**src/rtl/keypad_matrix_scan.sv**
```systemverilog
// Row-strobed NROWS x NCOLS keypad scanner with debounced press/release reporting.
// Define KEYPAD_AUTOREPEAT_EN to build the auto-repeat of num_new while a key is held.
module keypad_matrix_scan #(
    parameter int NROWS         = 4,
    parameter int NCOLS         = 4,
    parameter int DWELL         = 4,
    parameter int DEBOUNCE      = 16,
    parameter int REPEAT_DELAY  = 64,
    parameter int REPEAT_PERIOD = 32
) (
    input  logic                            clk,
    input  logic                            reset,
    input  logic [NCOLS-1:0]                col,
    output logic [NROWS-1:0]                rows,
    output logic [$clog2(NROWS*NCOLS)-1:0]  key_code,
    output logic                            num_new,
    output logic                            key_held,
    output logic                            key_release
);

    localparam int RW   = $clog2(NROWS);
    localparam int CLW  = (NCOLS > 1) ? $clog2(NCOLS) : 1;
    localparam int KW   = $clog2(NROWS*NCOLS);
    localparam int CMAX = (DWELL > DEBOUNCE) ? DWELL : DEBOUNCE;
    localparam int CW   = $clog2(CMAX + 1);

    typedef enum logic [1:0] {SCAN, PDEB, HELD, RDEB} state_t;

    state_t           state_reg, state_next;
    logic [NCOLS-1:0] meta_reg, cs_reg;
    logic [RW-1:0]    row_reg, row_next, row_inc;
    logic [CW-1:0]    cnt_reg, cnt_next;
    logic [CLW-1:0]   kc_reg, kc_next, low_idx;
    logic [NROWS-1:0] rows_reg, rows_next;
    logic [KW-1:0]    key_code_reg, key_code_next, code_now;
    logic             num_new_reg, num_new_next;
    logic             key_held_reg, key_held_next;
    logic             key_release_reg, key_release_next;
    logic             press_accept, release_accept, repeat_fire;
    logic             key_bit;

    assign key_bit  = cs_reg[kc_reg];
    assign row_inc  = (row_reg == RW'(NROWS-1)) ? '0 : row_reg + RW'(1);
    assign code_now = KW'(row_reg) * KW'(NCOLS) + KW'(kc_reg);

    // Lowest set column wins when several keys share the strobed row.
    always_comb begin
        low_idx = '0;
        for (int i = NCOLS-1; i >= 0; i--) begin
            if (cs_reg[i]) low_idx = CLW'(i);
        end
    end

    for (genvar gi = 0; gi < NROWS; gi++) begin : g_rows
        assign rows_next[gi] = (row_next == RW'(gi));
    end

    always_ff @(posedge clk or negedge reset) begin
        if (!reset) begin
            meta_reg        <= '0;
            cs_reg          <= '0;
            state_reg       <= SCAN;
            row_reg         <= '0;
            cnt_reg         <= '0;
            kc_reg          <= '0;
            rows_reg        <= NROWS'(1);
            key_code_reg    <= '0;
            num_new_reg     <= 1'b0;
            key_held_reg    <= 1'b0;
            key_release_reg <= 1'b0;
        end else begin
            meta_reg        <= col;
            cs_reg          <= meta_reg;
            state_reg       <= state_next;
            row_reg         <= row_next;
            cnt_reg         <= cnt_next;
            kc_reg          <= kc_next;
            rows_reg        <= rows_next;
            key_code_reg    <= key_code_next;
            num_new_reg     <= num_new_next;
            key_held_reg    <= key_held_next;
            key_release_reg <= key_release_next;
        end
    end

    // cnt_reg is the dwell counter in SCAN and the debounce counter in PDEB/RDEB.
    always_comb begin
        state_next     = state_reg;
        row_next       = row_reg;
        cnt_next       = cnt_reg;
        kc_next        = kc_reg;
        press_accept   = 1'b0;
        release_accept = 1'b0;
        case (state_reg)
            SCAN: begin
                if (cnt_reg == CW'(DWELL-1)) begin
                    cnt_next = '0;
                    if (cs_reg == '0) begin
                        row_next = row_inc;
                    end else begin
                        kc_next    = low_idx;
                        state_next = PDEB;
                    end
                end else begin
                    cnt_next = cnt_reg + CW'(1);
                end
            end
            PDEB: begin
                if (!key_bit) begin
                    state_next = SCAN;
                    row_next   = row_inc;
                    cnt_next   = '0;
                end else if (cnt_reg == CW'(DEBOUNCE-1)) begin
                    state_next   = HELD;
                    cnt_next     = '0;
                    press_accept = 1'b1;
                end else begin
                    cnt_next = cnt_reg + CW'(1);
                end
            end
            HELD: begin
                if (!key_bit) begin
                    state_next = RDEB;
                    cnt_next   = '0;
                end
            end
            RDEB: begin
                if (key_bit) begin
                    state_next = HELD;
                    cnt_next   = '0;
                end else if (cnt_reg == CW'(DEBOUNCE-1)) begin
                    state_next     = SCAN;
                    row_next       = row_inc;
                    cnt_next       = '0;
                    release_accept = 1'b1;
                end else begin
                    cnt_next = cnt_reg + CW'(1);
                end
            end
            default: state_next = SCAN;
        endcase
    end

`ifdef KEYPAD_AUTOREPEAT_EN
    localparam int RMAX = (REPEAT_DELAY > REPEAT_PERIOD) ? REPEAT_DELAY : REPEAT_PERIOD;
    localparam int RPW  = $clog2(RMAX + 1);

    logic [RPW-1:0] rep_reg, rep_next, rep_target;
    logic           rep_phase_reg, rep_phase_next;

    // Phase 0 waits out the initial delay, phase 1 runs the steady period.
    assign rep_target = rep_phase_reg ? RPW'(REPEAT_PERIOD) : RPW'(REPEAT_DELAY);

    always_comb begin
        rep_next       = rep_reg;
        rep_phase_next = rep_phase_reg;
        repeat_fire    = 1'b0;
        if (press_accept) begin
            rep_next       = '0;
            rep_phase_next = 1'b0;
        end else if (state_reg == HELD && key_bit) begin
            if (rep_reg + RPW'(1) == rep_target) begin
                repeat_fire    = 1'b1;
                rep_next       = '0;
                rep_phase_next = 1'b1;
            end else begin
                rep_next = rep_reg + RPW'(1);
            end
        end
    end

    always_ff @(posedge clk or negedge reset) begin
        if (!reset) begin
            rep_reg       <= '0;
            rep_phase_reg <= 1'b0;
        end else begin
            rep_reg       <= rep_next;
            rep_phase_reg <= rep_phase_next;
        end
    end
`else
    // Repeat timing parameters are inert in this build.
    if (REPEAT_DELAY < 0 || REPEAT_PERIOD < 0) begin : g_repeat_inert
    end
    assign repeat_fire = 1'b0;
`endif

    always_comb begin
        key_code_next    = key_code_reg;
        key_held_next    = key_held_reg;
        num_new_next     = press_accept | repeat_fire;
        key_release_next = release_accept;
        if (press_accept) begin
            key_code_next = code_now;
            key_held_next = 1'b1;
        end
        if (release_accept) key_held_next = 1'b0;
    end

    assign rows        = rows_reg;
    assign key_code    = key_code_reg;
    assign num_new     = num_new_reg;
    assign key_held    = key_held_reg;
    assign key_release = key_release_reg;

endmodule

```
**config.mk**
```make
export PLATFORM = sky130hd
export DESIGN_NAME = keypad_matrix_scan
export DESIGN_NICKNAME = d
export VERILOG_FILES = /design/src/rtl/keypad_matrix_scan.sv
export SDC_FILE = /design/constraint.sdc
export NUM_CORES = 1
export LEC_CHECK = 0
export CAP_MARGIN = 10
export CORE_ASPECT_RATIO = 0.75
export CORE_MARGIN = 2
export CORE_UTILIZATION = 45
export DETAILED_ROUTE_END_ITERATION = 16
export GPL_TIMING_DRIVEN = 1
export PLACE_DENSITY = 0.75
export SETUP_SLACK_MARGIN = 0.5
export SLEW_MARGIN = 15
export SYNTH_ARGS = -nofsm -noshare
export SYNTH_HDL_FRONTEND = slang
export SYNTH_SLANG_ARGS = --single-unit
```
**constraint.sdc**
```tcl
create_clock -name clk -period 3 [get_ports clk]
set_clock_uncertainty 0.2 [all_clocks]
set_input_delay 0.6 -clock clk [delete_from_list [all_inputs] [get_ports clk]]
set_output_delay 0.6 -clock clk [all_outputs]
set_load 0.05 [all_outputs]
```
Yosys cells after proc, flatten, opt, wreduce, memory -nomap -nowiden
Index checks and enable logic that the tools add are counted.

$add $sub $neg: 3. $mul: 0. Div/mod/pow operators: 0. Magnitude comparators: 1. Eq/ne operators: 14. Shift-type cells: 0. Muxes and demuxes: 34. Bitwise logic cells: 1. Reduce and logical (&&, ||, !) cells: 6.

Operator list (count): $mux W2 (17); $mux W5 (5); $pmux W5 S4 (1); $eq A2 B2 Y1 const B (5); $mux W1 (8); $pmux W2 S4 (1); $ne A2 B2 Y1 const B (3); $ne A3 B3 Y1 const B (2); $pmux W2 S3 (1); $add A5 B1 Y5 const B (1); $eq A5 B2 Y1 const B (1); $eq A5 B4 Y1 const B (1); $reduce_and A5 Y1 (1); $add A4 B2 Y4 (1); $eq A2 B1 Y1 const B (2); $logic_not A2 Y1 (2); $logic_not A4 Y1 (1); $lt A2 B3 Y1 const B (1); $reduce_and A3 Y1 (1); $add A2 B1 Y2 const B (1); $bmux W1 S2 (1); $reduce_bool A2 Y1 (1); $not A1 Y1 (1).

Register bits: 30. Latch bits: 0. Bits in writable memories: 0. Bits in read-only memories: 0. Bits of input ports: 6. Logic and storage cells: 70. Memories kept: 0.

Logic depth before layout (Yosys ltp)
Gate-level depths: netlist (run 1).

Depth after elaboration: 6. Mapped depth: 8. Depth with buffers taken out: 8.

Least setup slack after synthesis (run 1)
OpenSTA, ideal clock, no wires.

Kind: register to register. Start: register cnt_reg[0]. End: register row_reg[0]. Setup time: 125 ps. Arrival: 1812 ps. Setup slack: 863 ps. Stages on the path, launching flop included: 9. Buffers on the path: 2. Cells stage by stage: dfrtp_1 ha_1 and3_1 ha_1 clkbuf_2 o21ai_0 o2bb2a_4 buf_6 mux2_4.

Longest elaborated chain between the ends: 4. Elaborated cells on any way between the ends: 6. Those cells by class: eq/ne (2); mux (4).

Ends and longest elaborated chain: start: declaration (line 32) `logic [CW-1:0] cnt_reg, cnt_next;`; start signal: assignment (line 76) `cnt_reg <= cnt_next;`; $eq A5 B4 Y1 (line 131) `end else if (cnt_reg == CW'(DEBOUNCE-1)) begin`; $mux W2 (line 131); $mux W2 (line 128) `if (key_bit) begin`; $pmux W2 S3 * (line 94) `case (state_reg)`; named net row_next[0] (line 31) `logic [RW-1:0] row_reg, row_next, row_inc;`; end signal: assignment (line 75) `row_reg <= row_next;`; end: declaration (line 31).

The timed path passes the listed nets; every way through them passes the cells marked *. A chain may end at the register's enable or synchronous reset.

Worst setup path after layout (run 1)
Start: register rows_reg[0], in the netlist rows[0]. End: output port rows[0].

RTL lines: start: declaration (line 34) `logic [NROWS-1:0] rows_reg, rows_next;`; start signal: assignment (line 78) `rows_reg <= rows_next;`; end: declaration (line 14) `output logic [NROWS-1:0] rows,`.

No word-level cell between the ends.

==> results of run 1 <==
[Yosys cell counts (all sizes together)]
master,n,area share [%]
o32ai,1,0.62
o21ai,8,2.8
nand4,1,0.44
a221oi,1,0.62
a31oi,2,0.89
a22oi,1,0.53
a211oi,1,0.53
mux4,1,1.6
or4b,1,0.98
buf,2,1.2
dfrtp,29,52
a21oi,3,1.1
dfstp,1,1.9
nor4,2,0.89
o31ai,2,1.1
a21boi,2,1.1
nand3,2,0.71
ha,4,3.6
nand3b,1,0.53
nor3,3,1.9
nor4b,1,0.62
nand2b,3,1.3
mux2,7,6.4
clkbuf,4,1.2
nand2,7,1.9
nor2b,2,0.89
inv,6,1.6
a41oi,1,0.62
a22o,1,0.62
or3,1,0.44
xnor2,3,1.9
o2bb2a,1,1.4
and3,4,1.8
mux2i,3,2.1
nor2,11,2.9
[metrics by stage]
| stage | util, % | cell area (sq um) | worst slack [ns] | hold slack (ns) |
|---|---|---|---|---|
| 2_1_floorplan | - | 1410 | 0.863 | 0.104 |
| 3_3_place_gp | 53.8 | 1590 | 0.882 | 0.134 |
| 3_5_place_dp | 53.8 | 1590 | 0.798 | 0.137 |
| 4_1_cts | 56.9 | 1680 | 0.626 | 0.151 |
| 5_1_grt | 56.9 | 1680 | 0.590 | 0.159 |
| 6_report | 56.9 | 1680 | 0.635 | 0.149 |
[cell usage in the layout, fill, tap and decap left out, types with 2 or more instances in the layout]
cell type	n
sky130_fd_sc_hd__ha_1	4
sky130_fd_sc_hd__nor4_1	2
sky130_fd_sc_hd__nand3_1	2
sky130_fd_sc_hd__mux2_2	4
sky130_fd_sc_hd__dfrtp_1	29
sky130_fd_sc_hd__o31ai_1	2
sky130_fd_sc_hd__xnor2_1	3
sky130_fd_sc_hd__a31oi_1	2
sky130_fd_sc_hd__and3_1	4
sky130_fd_sc_hd__nor2_1	11
sky130_fd_sc_hd__nor3_1	2
sky130_fd_sc_hd__mux2i_1	3
sky130_fd_sc_hd__a21boi_0	2
sky130_fd_sc_hd__a21oi_1	3
sky130_fd_sc_hd__nor2b_1	2
sky130_fd_sc_hd__nand2b_1	3
sky130_fd_sc_hd__nand2_1	7
sky130_fd_sc_hd__mux2_4	3
sky130_fd_sc_hd__clkdlybuf4s50_1	16
sky130_fd_sc_hd__clkbuf_8	6
sky130_fd_sc_hd__inv_1	6
sky130_fd_sc_hd__o21ai_0	8
[final timing paths]
kind,end,slack [ns],depth (start not counted)
min in group asynchronous,cnt_reg[4]$_DFFE_PN0N_,0.51,2
worst max register to register,key_code[0]$_DFFE_PN0P_,0.77,5
max in group asynchronous,rows[0]$_DFF_PN1_,1.79,2
worst min-delay path,cs_reg[0]$_DFF_PN0_,0.15,0
worst max-delay path,rows[0],0.63,1
worst min register to register,cs_reg[0]$_DFF_PN0_,0.15,0
[final cells by class]
class / count / share of cell area [%]
clock buffer: 7 / 5.13
clock inverter: 1 / 0.297
inverter: 6 / 1.34
multi-input combinational: 81 / 35.8
sequential: 30 / 44.7
tap: 38 / 2.83
timing repair buffer: 17 / 9.96
[layer usage]
metal	global-route usage, %	vias to the layer above	wire, um
met5	0	-	0
met4	6.00	0	10
met3	6.45	2	134
met2	24.8	27	1200
met1	22.7	475	1130
li1	-	471	-
[power by group through the flow]
stage	sequential, W	combinational [W]	clock (W)
floorplan	0.000681	0.000423	0
global placement	0.000615	0.000611	0
detailed placement	0.000622	0.000632	0
CTS	0.000619	0.000632	0.000329
global route	0.000639	0.000693	0.000348
finish	0.000621	0.000631	0.000321
[cells by family after synthesis]
| kind of cell | after synthesis | share of synthesized area (%) |
|---|---|---|
| and+or+nand+nor | 39 | 15.3 |
| DFF | 30 | 53.4 |
| AOI/OAI and AO/OA | 24 | 11.9 |
| buffers and inverters | 12 | 3.91 |
| muxes | 11 | 10.1 |
| adders and majority gates | 4 | 3.55 |
| xor gates and xnor gates | 3 | 1.87 |
==> run summary, run 1 <==
The final routed wirelength across all metal layers came out at around 2500 um. In this run the most critical hold path is launched from meta_reg[0]$_DFF_PN0_. The number of diodes is 0.

The number of iterations in the first detailed-routing pass came out at 4. The number of design-rule violations left by the first detailed-router iteration came out at between 40 and 50. The register bit count reported by yosys came out at 30. The initial antenna violation count is 0. The internal power of the cells came out at 0.000976 W. In this run, post-CTS repair resized a total of 0 instances. The data required time of the critical path came out at about 2.2 ns. The leakage power is about 0.76 nW. The number of buffers inserted by hold repair at cts came out at 0. Setup repair after global routing left no endpoint under its margin. Buffers added to address setup during post-CTS repair amount to 0.

The number of levels the H-tree was split into is 2. The count of buffers added on input and output ports is 16. The type of the worst min-delay path is flop to flop. The flow ran to the end, and the final reports show no timing, DRC or antenna violations.

Counting along the longest clock path gives a buffer depth of 2. STA classifies the critical path startpoint as a flop. The part of the power in the clock network came out at about a fifth. The sequential cells in the finished layout cover a total of ~750 sq um. The sequential group share of total power came out at around 40%. The number of ports placed on the die boundary is 17. The first-pass GRT wire length came out at approximately 4300 um. The worst setup path is of the flop to primary output kind.

At the pin with the least slew margin, the transition time is 0.512 ns. The area occupied by multi-input gates came out at roughly 600 sq um. CTS placed an instance of sky130_fd_sc_hd__clkbuf_8 at the clock tree root. From bottom edge to top edge, the die measures roughly 52 um. The residual antenna-violating net count after detailed routing is 0. The later pin in the worst-skew pair is clocked with a latency of 0.27 ns. The die footprint is roughly 3600 sq um.

The number of distinct library cell variants in the gate-level netlist after synthesis came out at 39. The number of buffers created by CTS is 5. Walking the worst path, the cells encountered are clkdlybuf4s50_1. In the synthesized netlist, the number of instances is 123. The post-route setup TNS is 0 ns.

CTS saw 30 sinks. The half-perimeter wire length after placement is between 1500 and 2000 um. The synthesized area is 1410 sq um. The sequential element share of the synthesized area is between 50% and 60%. The critical path starts at rows[0]$_DFF_PN1_. The flip-flop count of the largest register, all copies and words added is 5. The worst-path maximum fanout is 1.

The sort of element at the end of the critical path is a primary output. The total routing resource utilization after global routing is between 15 and 20%. The placer's final routability congestion estimate is 0.887. During synthesis, Yosys emitted a total of 0 warnings. The pin count of the biggest net entering global routing came out at 31. The worst-path cell with the longest stage delay is sky130_fd_sc_hd__clkdlybuf4s50_1. The final global-route overflow total is 0. The average vias per placed instance came out at approximately 5.4. For this run, the top clock speed supported by timing is approximately 0.42 GHz. The number of max-slew violations in the final report is 0. The worst register-to-register path begins at cnt_reg[0]$_DFFE_PN0N_. The cell family contributing the most delay on the critical path is buffers and inverters.

The layout has roughly 250 filler cells. The number of global-route vias before repair is approximately 950. The core region is 2960 sq um. The switching part of the total is approximately 38%.

The finished layout holds 180 standard cells, fillers aside. The layout overhead on the synthesized area is 19.4%. The clock period minus worst slack is 2.37 ns. The combinational share of power came out at between 40% and 50%. The horizontal die dimension is between 60 and 70 um. The net count after synthesis is around 130. Including well taps, the total number of placed cells is roughly 170.

The fraction of the cycle the final worst path needs came out at 78.8%. Summed over all nets, the switching power comes to ~0.00060 W. The synthesized area per cell came out at between 10 and 15 sq um. The final count of negative-setup-slack endpoints came out at 0. The register clock-pin slew on the reported worst setup and hold paths came out at approximately 0.060 ns. After floorplanning, the core was divided into 17 placement rows.

The arrival time at the worst endpoint came out at between 1.5 and 2 ns. The number of buffers and inverters on the critical path is 1. The power density normalized to cell area is about 930 nW/um^2.

The number of vias after detailed routing is slightly below 1,000. The starting utilization of the core area came out at a little under half. The final layout contains about 150 nets. The total power draw is around 0.0016 W. Across the run, the number of max-cap violations was 0. The worst pin sits at a relative slew slack of approximately two thirds.

The share of final-layout standard cells stronger than drive strength 1 came out at between 10 and 15%. The maximum VDD drop came out at just under 400 uV. The number of remaining DRC errors came out at 0. The hold violation count in the final report is 0.

The detail-routed net length per standard cell is 13.7 um. In this design, the stage delay of the slowest critical-path cell is around 0.78 ns. The TritonCTS clock tree is yes.
Note: power is estimated with default switching activity, not from simulation.
==> run 2, diff against run 1 <==
clock period = 2.26 ns   (was 3 ns; I/O delays follow)
==> run 2 against run 1 <==
  * Sequential power rose by 35%
  * Clock power rose by 33%
  * Critical endpoint is now cnt_reg[0]$_DFFE_PN0N_
  * Routed wire length rose by 32%
  * Utilization rose by 9.6 points
  * Global-route usage rose by 3.0 points
  * Critical path depth rose by 7
  * Largest cell class unchanged
  * Clock-buffer cell count did not move
  * Sequential cell count did not move
  * Non-clock buffer count rose by 21
  * Power rose by 57%
==> run summary, run 2 (synthesized netlist as in run 1, its figures left out) <==
The number of iterations in the first detailed-routing pass came out at 4 (unchanged). The residual antenna-violating net count after detailed routing is 0 (unchanged). The layout net count is 173 (+15%). The half-perimeter wire length after placement came out at 1750 um (-2.3%). The initial antenna violation count came out at 0 (unchanged). The clock period minus worst slack came out at just over 2 ns. The arrival time at the worst endpoint is 2.04 ns (+0.47 ns). The final design area excluding fillers came out at 1970 sq um (+17%).

The hold violation count in the final report is 0 (unchanged). The combinational share of power came out at 48.9% (+8.8 points). The worst setup path is captured at a flop. The first-pass GRT wire length is 4950 um (+15%). The sequential group share of total power is 33.8% (-5.7 points). The flip-flop count of the largest register, all copies and words added was 5 (unchanged). Setup repair after global routing could not meet its margin everywhere.

By startpoint and endpoint, the worst setup path is classified as flop to flop. The max-capacitance violation count came out at 0 (unchanged). The number of remaining DRC errors came to 0 (unchanged). The post-route setup TNS is 0 ns (unchanged). The worst setup path is launched from a flop.

The number of global-route vias before repair is 1,026 (+8.1%). The net switching power figure is 0.000957 W (+60%). The maximum operating frequency is just under 0.5 GHz.

The count of input and output buffers was 16 (unchanged). The maximum VDD drop is 645 uV (+64%). The placed standard-cell area came out at 1610 sq um (+1.0%). The clock network latency to the later pin of the worst-skew pair is 0.28 ns (about the same). The height of the die came out at 52.5 um (unchanged).

The placer's final routability congestion estimate came out at 0.886 (-0.16%). The final global-route overflow total came to 0 (unchanged). The number of diodes came to 0 (unchanged).

The transition at the pin with the smallest max-transition slack came out at 0.585 ns (+0.0736 ns). The tightest min-delay check is of the flop to flop type. The average vias per placed instance is 5.67 (+4.6%).

The detail-routed net length per standard cell came out at 16.2 um (+18%). The number of ports placed on the die boundary is 17 (unchanged). The number of buffers created by CTS came out at 5 (unchanged). The layout overhead on the synthesized area came out at 39.5%. The switching part of the total is 38.7% (+0.76 points). The leakage power is 0.904 nW (+20%). The number of vias after detailed routing came to 1,145 (+17%). The routed length on met3 came out at 206 um (+54%). TritonCTS built the clock tree. The register clock-pin slew on the reported worst setup and hold paths is 0.05 ns (about the same). The final routed wirelength across all metal layers was 3270 um (+32%). The area of the placeable core came out at 2960 sq um (unchanged).

The power density normalized to cell area was 1260 nW/um^2 (+35%). The maximum count of clock buffers along a single path is 2 (unchanged). Of the available clock period, the critical path in the final layout requires approximately nine tenths.

The fraction of the core area covered by cells at the end of the flow is 66.5% (+9.6 points). The total routing resource utilization after global routing was 19.9% (+3.0 points). The flow ran to the end, and the final reports show no timing, DRC or antenna violations. The starting utilization of the core area is 47.7% (unchanged). The final count of negative-setup-slack endpoints is 0 (unchanged). The horizontal die dimension came out at 68.6 um (unchanged). The number of max-slew violations in the final report is 0 (unchanged). The die footprint was 3600 sq um (unchanged). The pin count of the biggest net entering global routing came out at 31 (unchanged). The routed length on met1 is 1380 um (+22%). The part of the power in the clock network is 17.2% (-3.2 points). The data required time of the critical path is 2.24 ns (+0.04 ns). The worst-path maximum fanout came out at 7 (+6). The library cells used most frequently in the layout, excluding fill and tap cells, are sky130_fd_sc_hd__dfrtp_1 (27), sky130_fd_sc_hd__buf_4 (18), sky130_fd_sc_hd__nor2_1 (11), sky130_fd_sc_hd__mux2_4 (7), sky130_fd_sc_hd__nand2_1 (7). The internal power of the cells came out at 0.00151 W (+55%). Clock tree synthesis selected as its root buffer the cell sky130_fd_sc_hd__clkbuf_8. The number of levels the H-tree was split into is 2 (unchanged).

The routed wire length on met2 came out at 1550 um (+29%). The row count was 17 (unchanged). The normalized max-slew margin is 60.6% (-5.2 points). The clock sink count was 30 (unchanged).

The number of design-rule violations left by the first detailed-router iteration came to 67 (+46%). Leaving out fill and tap cells, the most frequent cell in the layout is sky130_fd_sc_hd__dfrtp_1. The highest metal layer carrying signal wires in the routed design is met4. The share of final-layout standard cells stronger than drive strength 1 is 42.1% (+28 points).
[run 2: final timing paths]
check	from	endpoint	slack (ns)	cells past startpoint
max	cnt_reg[0]$_DFFE_PN0N_	cnt_reg[0]$_DFFE_PN0N_	0.20	8
min	meta_reg[2]$_DFF_PN0_	cs_reg[2]$_DFF_PN0_	0.15	0
max reg2reg	cnt_reg[0]$_DFFE_PN0N_	cnt_reg[0]$_DFFE_PN0N_	0.20	8
min reg2reg	meta_reg[2]$_DFF_PN0_	cs_reg[2]$_DFF_PN0_	0.15	0
max in group asynchronous	reset	rows[0]$_DFF_PN1_	1.18	2
min in group asynchronous	reset	rows[2]$_DFF_PN0_	0.36	2
[run 2: routing by layer]
layer / up-vias / track usage (%)
li1: 524 / -
met1: 558 / 24.3
met5: - / 0
met3: 19 / 7.31
met2: 44 / 29.6
met4: 0 / 12.3
[run 2: worst max-delay path, stage by stage (launching register included)]
cell and delay, ns:
sky130_fd_sc_hd__dfrtp_1 0.39, sky130_fd_sc_hd__ha_2 0.20, sky130_fd_sc_hd__buf_4 0.14, sky130_fd_sc_hd__and3_4 0.16, sky130_fd_sc_hd__ha_4 0.19, sky130_fd_sc_hd__buf_4 0.14
sky130_fd_sc_hd__nor4_2 0.31, sky130_fd_sc_hd__o21ai_1 0.16, sky130_fd_sc_hd__o31ai_2 0.09
[run 2: final cells by class]
type | count | area, sq um
well taps | 38 | 47.5
clock inverters | 1 | 5.00
repair buffers | 38 | 323
fillers | 213 | 991
inverters | 6 | 22.5
flip-flops and latches | 30 | 754
multi-input cells | 82 | 727
clock buffers | 7 | 86.3
[run 2: power groups by stage]
stage	registers, W	clock network (W)	logic (W)
final	0.000836	0.000426	0.00121
after detailed placement	0.000831	0	0.000843
after floorplan	0.000906	0	0.000568
after global placement	0.000818	0	0.000815
after CTS	0.000821	0.000440	0.00115
after global routing	0.000854	0.000463	0.00129
[run 2: repair_timing]
action | CTS | global route
hold buffers | 0 | 0
setup endpoints to repair | 31 | 26
pin swaps | 14 | 3
cloned | 1 | 0
setup buffers | 18 | 2
resized for setup | 46 | 14
[run 2: metrics by stage]
stage / hold slack, ns / total power, W / std cells / setup slack [ns]
finish: 0.147 / 0.00247 / 202 / 0.204
global route: 0.153 / 0.00261 / 202 / 0.174
CTS: 0.150 / 0.00241 / 200 / 0.212
detailed placement: 0.137 / 0.00167 / 173 / 0.0959
global placement: 0.131 / 0.00163 / 173 / 0.161
floorplan: -0.0436 / 0.00147 / 123 / 0.123
==> run 3, diff against run 2 <==
CORE_ASPECT_RATIO = unset   (was 0.75)
SLEW_MARGIN = 20   (was 15)
==> run 3 against run 2 <==
  * Setup slack improved by 0.0095 ns
  * Combinational power down 7%
  * Routed wire length shrank 11%
  * Utilization fell by 3.9 points
  * Clock-buffer cell count fell by 2
  * Critical path type unchanged
  * Critical endpoint is now state_reg[0]$_DFFE_PN0P_
  * Largest power group unchanged
==> run summary, run 3 (synthesized netlist as in run 1, its figures left out) <==
The run finished with clean final reports. The worst hold path belongs to the class flop to flop. The maximum VDD drop is 607 uV (-6.0%). The worst hold path begins at meta_reg[2]$_DFF_PN0_.

The critical path class is flop to flop. The normalized max-slew margin was 56.8% (-3.8 points). The number of global-route vias before repair came out at 1,076 (+4.9%). The area of the placeable core is 3000 sq um (+1.6%). The number of levels the H-tree was split into came out at 2 (unchanged). The TritonCTS clock tree is yes.

The count of input and output buffers is 16 (unchanged). The total routing resource utilization after global routing is 18.6% (-1.3 points). The worst register-to-register path ends at state_reg[0]$_DFFE_PN0P_. The max-capacitance violation count was 0 (unchanged). The height of the die came out at 60.0 um (+14%). The final routed wirelength across all metal layers is 2920 um (-11%). The transition at the pin with the smallest max-transition slack is 0.642 ns (+0.0569 ns). Among all stages on the critical path, the largest delay is contributed by sky130_fd_sc_hd__or4b_4. The number of remaining DRC errors came out at 0 (unchanged). The clock network latency to the later pin of the worst-skew pair came out at 0.33 ns (+0.05 ns). The area growth from synthesis to layout is 33.5%. The critical path buffer and inverter count came out at 1 (-1). The number of max-slew violations in the final report came to 0 (unchanged). The first-pass GRT wire length came to 4800 um (-3.1%). The number of buffers created by CTS came to 5 (unchanged). The maximum operating frequency came out at 0.489 GHz (+0.46%). The worst-path maximum fanout is 3 (-4).

The share of final-layout standard cells stronger than drive strength 1 was 38.0% (-4.1 points). The number of iterations in the first detailed-routing pass is 4 (unchanged). The clock period minus worst slack was 2.05 ns (-0.00950 ns). The maximum count of clock buffers along a single path came out at 2 (unchanged). The placer's final routability congestion estimate came out at 0.823 (-7.1%). The number of fill cells in the layout came to 232 (+8.9%). The half-perimeter wire length after placement was 1740 um (-0.84%). The register cell area after layout came to 753 sq um (-0.17%). The die footprint is 3590 sq um (-0.12%). The starting utilization of the core area came to 46.9% (-0.73 points). The final count of negative-setup-slack endpoints is 0 (unchanged). The category of cells accounting for the largest share of critical-path delay is compound AO/OA/AOI/OAI gates. The root buffer cell chosen for the clock tree is sky130_fd_sc_hd__clkbuf_4. The leakage power is 0.849 nW (-6.1%). The final global-route overflow total came out at 0 (unchanged).

The row count came to 20 (+3). The residual antenna-violating net count after detailed routing is 0 (unchanged). The pin count of the biggest net entering global routing is 31 (unchanged). Tracing the worst setup path back leads to its startpoint at cnt_reg[1]$_DFFE_PN0N_.

The area occupied by multi-input gates came out at 703 sq um (-3.3%). The launching element type of the critical path is a flop. The worst setup margin came out at 0.214 ns (+0.00950 ns).

The worst setup slack for register-to-register paths came out at 0.21 ns (about the same). The initial antenna violation count is 0 (unchanged). Setup repair after global routing could not meet its margin everywhere. The number of vias after detailed routing was 1,103 (-3.7%). In the layout the commonest cells are sky130_fd_sc_hd__dfrtp_1 (28), sky130_fd_sc_hd__buf_4 (14), sky130_fd_sc_hd__nor2_1 (11), sky130_fd_sc_hd__clkdlybuf4s15_2 (10), sky130_fd_sc_hd__nand2_1 (7).

The clock sink count is 30 (unchanged). The setup slack after placement is 0.0714 ns (-0.0245 ns). The flip-flop count of the largest register, all copies and words added came out at 5 (unchanged).

The number of ports placed on the die boundary is 17 (unchanged). The count of cells along the worst hold path came out at 0 (unchanged). The depth of the most critical reg-to-reg path was 6 (-2). The average vias per placed instance came to 5.77 (+1.9%). The number of design-rule violations left by the first detailed-router iteration came to 60 (-10%). The number of diodes came out at 0 (unchanged).

The post-route setup TNS is 0 ns (unchanged). The data required time of the critical path came out at 2.28 ns (+0.04 ns). STA classifies the critical path endpoint as a flop. The worst hold path terminates at cs_reg[2]$_DFF_PN0_. The arrival time at the worst endpoint is 2.07 ns (+0.03 ns).

The horizontal die dimension was 60.0 um (-13%). The worst register-to-register path begins at cnt_reg[1]$_DFFE_PN0N_. The power density normalized to cell area is 1180 nW/um^2 (-5.8%). The critical path goes through ha_2 -> or4b_4 -> buf_4 -> o31ai_2 -> a21oi_1 -> a221oi_1. The hold violation count in the final report came out at 0 (unchanged). The detail-routed net length per standard cell came out at 15.3 um (-5.4%). The layout net count is 168 (-2.9%). The register clock-pin slew on the reported worst setup and hold paths is 0.09 ns (+0.04 ns). The worst stage delay on the critical path is 0.49 ns (+0.10 ns). The fraction of the cycle the final worst path needs is 90.5% (-0.42 points).

The library cell used most frequently in the layout, excluding fill and tap cells, is sky130_fd_sc_hd__dfrtp_1.
-- run 3: cell types whose count changed in the layout (fill, tap and decap cells not counted), sizes merged --
cell / before / now
buf: 23 / 18
clkbuf: 12 / 5
clkdlybuf4s15: 5 / 10
clkinv: 1 / 2
-- run 3: metal layers --
metal,track usage (%),routed length [um],up-vias
li1,-,-,514
met1,20.3,1140,541
met2,32.8,1570,38
met3,5.41,134,10
met4,8.89,76,0
met5,0,0,-
-- run 3: final cells by class --
class | count | share of cell area (%)
sequential | 30 | 40.1
clock buffer | 5 | 2.00
inverter | 6 | 1.20
clock inverter | 2 | 0.532
tap | 33 | 2.20
timing repair buffer | 33 | 16.6
multi-input combinational | 82 | 37.4
-- run 3: worst reg2reg max path, cell delays in order (launching register included) --
cell and delay [ns]:
sky130_fd_sc_hd__dfrtp_1 0.37, sky130_fd_sc_hd__ha_2 0.20, sky130_fd_sc_hd__or4b_4 0.49, sky130_fd_sc_hd__buf_4 0.17, sky130_fd_sc_hd__o31ai_2 0.20, sky130_fd_sc_hd__a21oi_1 0.07
sky130_fd_sc_hd__a221oi_1 0.24
-- run 3: power by group --
part           internal (W)  total (W)  switching (W)
logic              0.000560    0.00112       0.000562
clock network      0.000111   0.000284       0.000173
registers          0.000670   0.000821       0.000151
-- run 3: repair_timing --
item,4_1_cts,5_1_grt
buffers inserted,10,3
gates cloned,1,0
endpoints found under the setup margin,31,20
pin swaps,12,5
gates resized for setup,48,5
hold buffers,0,0
-- run 3: how the worst max path moves through the flow --
stage,slack [ns],cells after the start,to
after floorplan,0.12,6,row_reg[0]$_DFF_PN0_
after global placement,0.14,5,row_reg[1]$_DFF_PN0_
after detailed placement,0.07,5,row_reg[0]$_DFF_PN0_
after CTS,0.21,5,row_reg[1]$_DFF_PN0_
after global routing,0.15,6,state_reg[0]$_DFFE_PN0P_
final,0.21,6,state_reg[0]$_DFFE_PN0P_
-- run 3: through the flow --
step | util (%) | total power [W] | hold slack [ns] | instance area, sq um | std cells
2_1_floorplan | - | 0.00147 | -0.0436 | 1420 | 123
3_3_place_gp | 53.8 | 0.00165 | 0.135 | 1620 | 170
3_5_place_dp | 53.8 | 0.00168 | 0.135 | 1620 | 170
4_1_cts | 61.3 | 0.00215 | 0.154 | 1840 | 188
5_1_grt | 62.6 | 0.00237 | 0.157 | 1880 | 191
6_report | 62.6 | 0.00223 | 0.154 | 1880 | 191
==> variant (settings of run 1) <==
Set the parameter `NROWS` to 16 (it was 4).
--- a/src/rtl/keypad_matrix_scan.sv
+++ b/src/rtl/keypad_matrix_scan.sv
@@ -1,7 +1,7 @@
 // Row-strobed NROWS x NCOLS keypad scanner with debounced press/release reporting.
 // Define KEYPAD_AUTOREPEAT_EN to build the auto-repeat of num_new while a key is held.
 module keypad_matrix_scan #(
-    parameter int NROWS         = 4,
+    parameter int NROWS         = 16,
     parameter int NCOLS         = 4,
     parameter int DWELL         = 4,
     parameter int DEBOUNCE      = 16,
Ports: changed (resized key_code and rows); port bits go from 17 to 31. No check against the original RTL was run, so the function may have changed too.
==> variant against run 1 <==
- utilization up 3.5 points
- cell area rose by 73%
- area after synthesis up 57%
- setup slack got worse by 0.068 ns
- sequential cell count rose by 16
- largest power group unchanged
- routed wire length rose by 92%
- non-clock buffer count grew 27
- global-route usage up 0.98 points
- hold slack got worse by 0.10 ns
- total power is 67% higher
- register-to-register slack lost 0.20 ns
- first-iteration DRC count rose to 2.5 times the old value
==> variant: results (changes against run 1) <==
Drt
  • Initial DRC count: 117 (+150%)
  • Drt via density: 5.902 (+9.0%)
  • Routed metal-1 wire length: 2041 um (+81%)
  • Aggregate routed wire length: 4741 um (+92%)
  • Routed wl met3: 252 um (+88%)
  • Average wire per standard cell: 15.96 um (+16%)

Yosys
  • Top post-synthesis cells by count: dfrtp_1 (45), nand2_1 (12), nor2_1 (11), a21oi_1 (10), inv_1 (9)
  • Syn_nets: 202 (+52%)
  • Count of distinct cell types in the synthesized netlist: 54 (+38%)
  • Top cells by area, synth: dfrtp_1 (51%), mux2_2 (2.5%), a21oi_1 (2.3%)
  • Portion of the post-synthesis area used by sequential elements: 0.5203 (-0.01341)

Critical path
  • Category of the most critical setup path: register to register
  • Cell with the biggest individual delay on the critical path: or4_1
  • Origin of the critical flop-to-flop path: cs_reg[0]
  • Largest fanout on the critical path: 6 (+5)
  • Largest incremental delay on the critical path: 0.61 ns (-0.17 ns)
  • Critical Path End: rows[1]
  • Data arrival at the endpoint of the critical path: 2.46 ns (+0.89 ns)

Global routing
  • Met1 layer usage reported by global route: 0.2459 (+0.01910)
  • Antenna violations before repair: 0 (unchanged)
  • Met2 Usage GRT: 0.2686 (+0.02016)
  • Wire length of the first global-routing pass: 7721 um (+80%)
  • GRT Overall Usage: 0.1787 (+0.009820)
  • Vias in the first global route: 1600 (+69%)
  • Met3 track utilization from global routing: 0.04331 (-0.02120)
  • Pin count of the biggest net entering global routing: 25 (-19%)

Layout
  • Non-clock buffer total of the final layout: 44 (+27)
  • Fraction of standard cell area in multi-input logic: 0.3891 (+0.03146)
  • Clock-cell share of area: 0.03783 (-0.01644)
  • Logic inverters: 9 (+3)
  • Multi-input combinational cell count: 130 (+60%)
  • Share of layout cells above drive strength 1: 0.2911 (+0.1503)
  • Relative area of non-clock buffer cells in the final design: 0.1389 (+0.03924)
  • Flip-flop count of the largest register, all copies and words added: 16 (+11)
  • Fillers: 378 (+53%)
  • Syn-to-layout area delta: 31.41%
  • Layout net count: 246 (+63%)
  • Sequential fraction of total cell area: 0.3968 (-0.05002)

Place
  • Routability Congestion: 0.8509 (-4.1%)
  • Post-Place Setup Slack: 0.3012 ns (-0.4963 ns)
  • Placed Instance Area: 2530 um^2 (+59%)
  • Count of buffers from port buffering: 30 (+14)
  • Number of cells after detailed placement: 275 (+60%)

Outcome
  • Run status: complete, no violations

Timing
  • Worst hold slack: 0.04441 ns (-0.1043 ns)
  • Final critical delay including setup and external delays: 2.433 ns (+0.06811 ns)

Clocking
  • Clock latency reported for the late side of the worst-skew pair: 0.30 ns (+0.03 ns)
  • CTS clk-pin slew, worst paths: 0.09 ns (+0.03 ns)
  • Clock buffer count from CTS: 5 (unchanged)
  • Total number of clock tree sinks: 46 (+53%)

Die
  • Count of standard-cell rows: 22 (+5)

Power
  • Static leakage: 0.001168 uW (+54%)
  • Net switching fraction of the power: 0.4380 (+0.05846)

Min path
  • Classification of the worst-slack hold path: input port to asynchronous set/reset pin
==> variant: power by group through the flow <==
stage | Sequential, uW | Clock, uW | Combinational, uW
floorplan | 1020 | 0 | 694
global placement | 921 | 0 | 1010
detailed placement | 927 | 0 | 1020
CTS | 919 | 469 | 1110
global route | 959 | 495 | 1350
finish | 935 | 457 | 1240
==> variant: critical path: cells and delay by family, from the launching register on <==
family	cells	cell delay, ns
flops	1	0.44
simple gates	2	0.94
compound gates	3	0.78
==> variant: repair_timing <==
item                                    4_1_cts  5_1_grt
endpoints found under the setup margin       18       18
gates resized for setup                      13       17
gates cloned                                  0        1
buffers inserted                              6        7
pin swaps                                     2        6
hold buffers                                  0        0
==> variant: logic make-up after synthesis <==
| logic type | after synthesis | synth area share |
|---|---|---|
| AO/OA/AOI/OAI | 50 | 0.1859 |
| buffers and inverters | 17 | 0.04350 |
| AND/OR/NAND/NOR | 69 | 0.1921 |
| adder cells (fa/ha/maj) | 4 | 0.02260 |
| flip-flops | 46 | 0.5203 |
| multiplexers | 6 | 0.03559 |
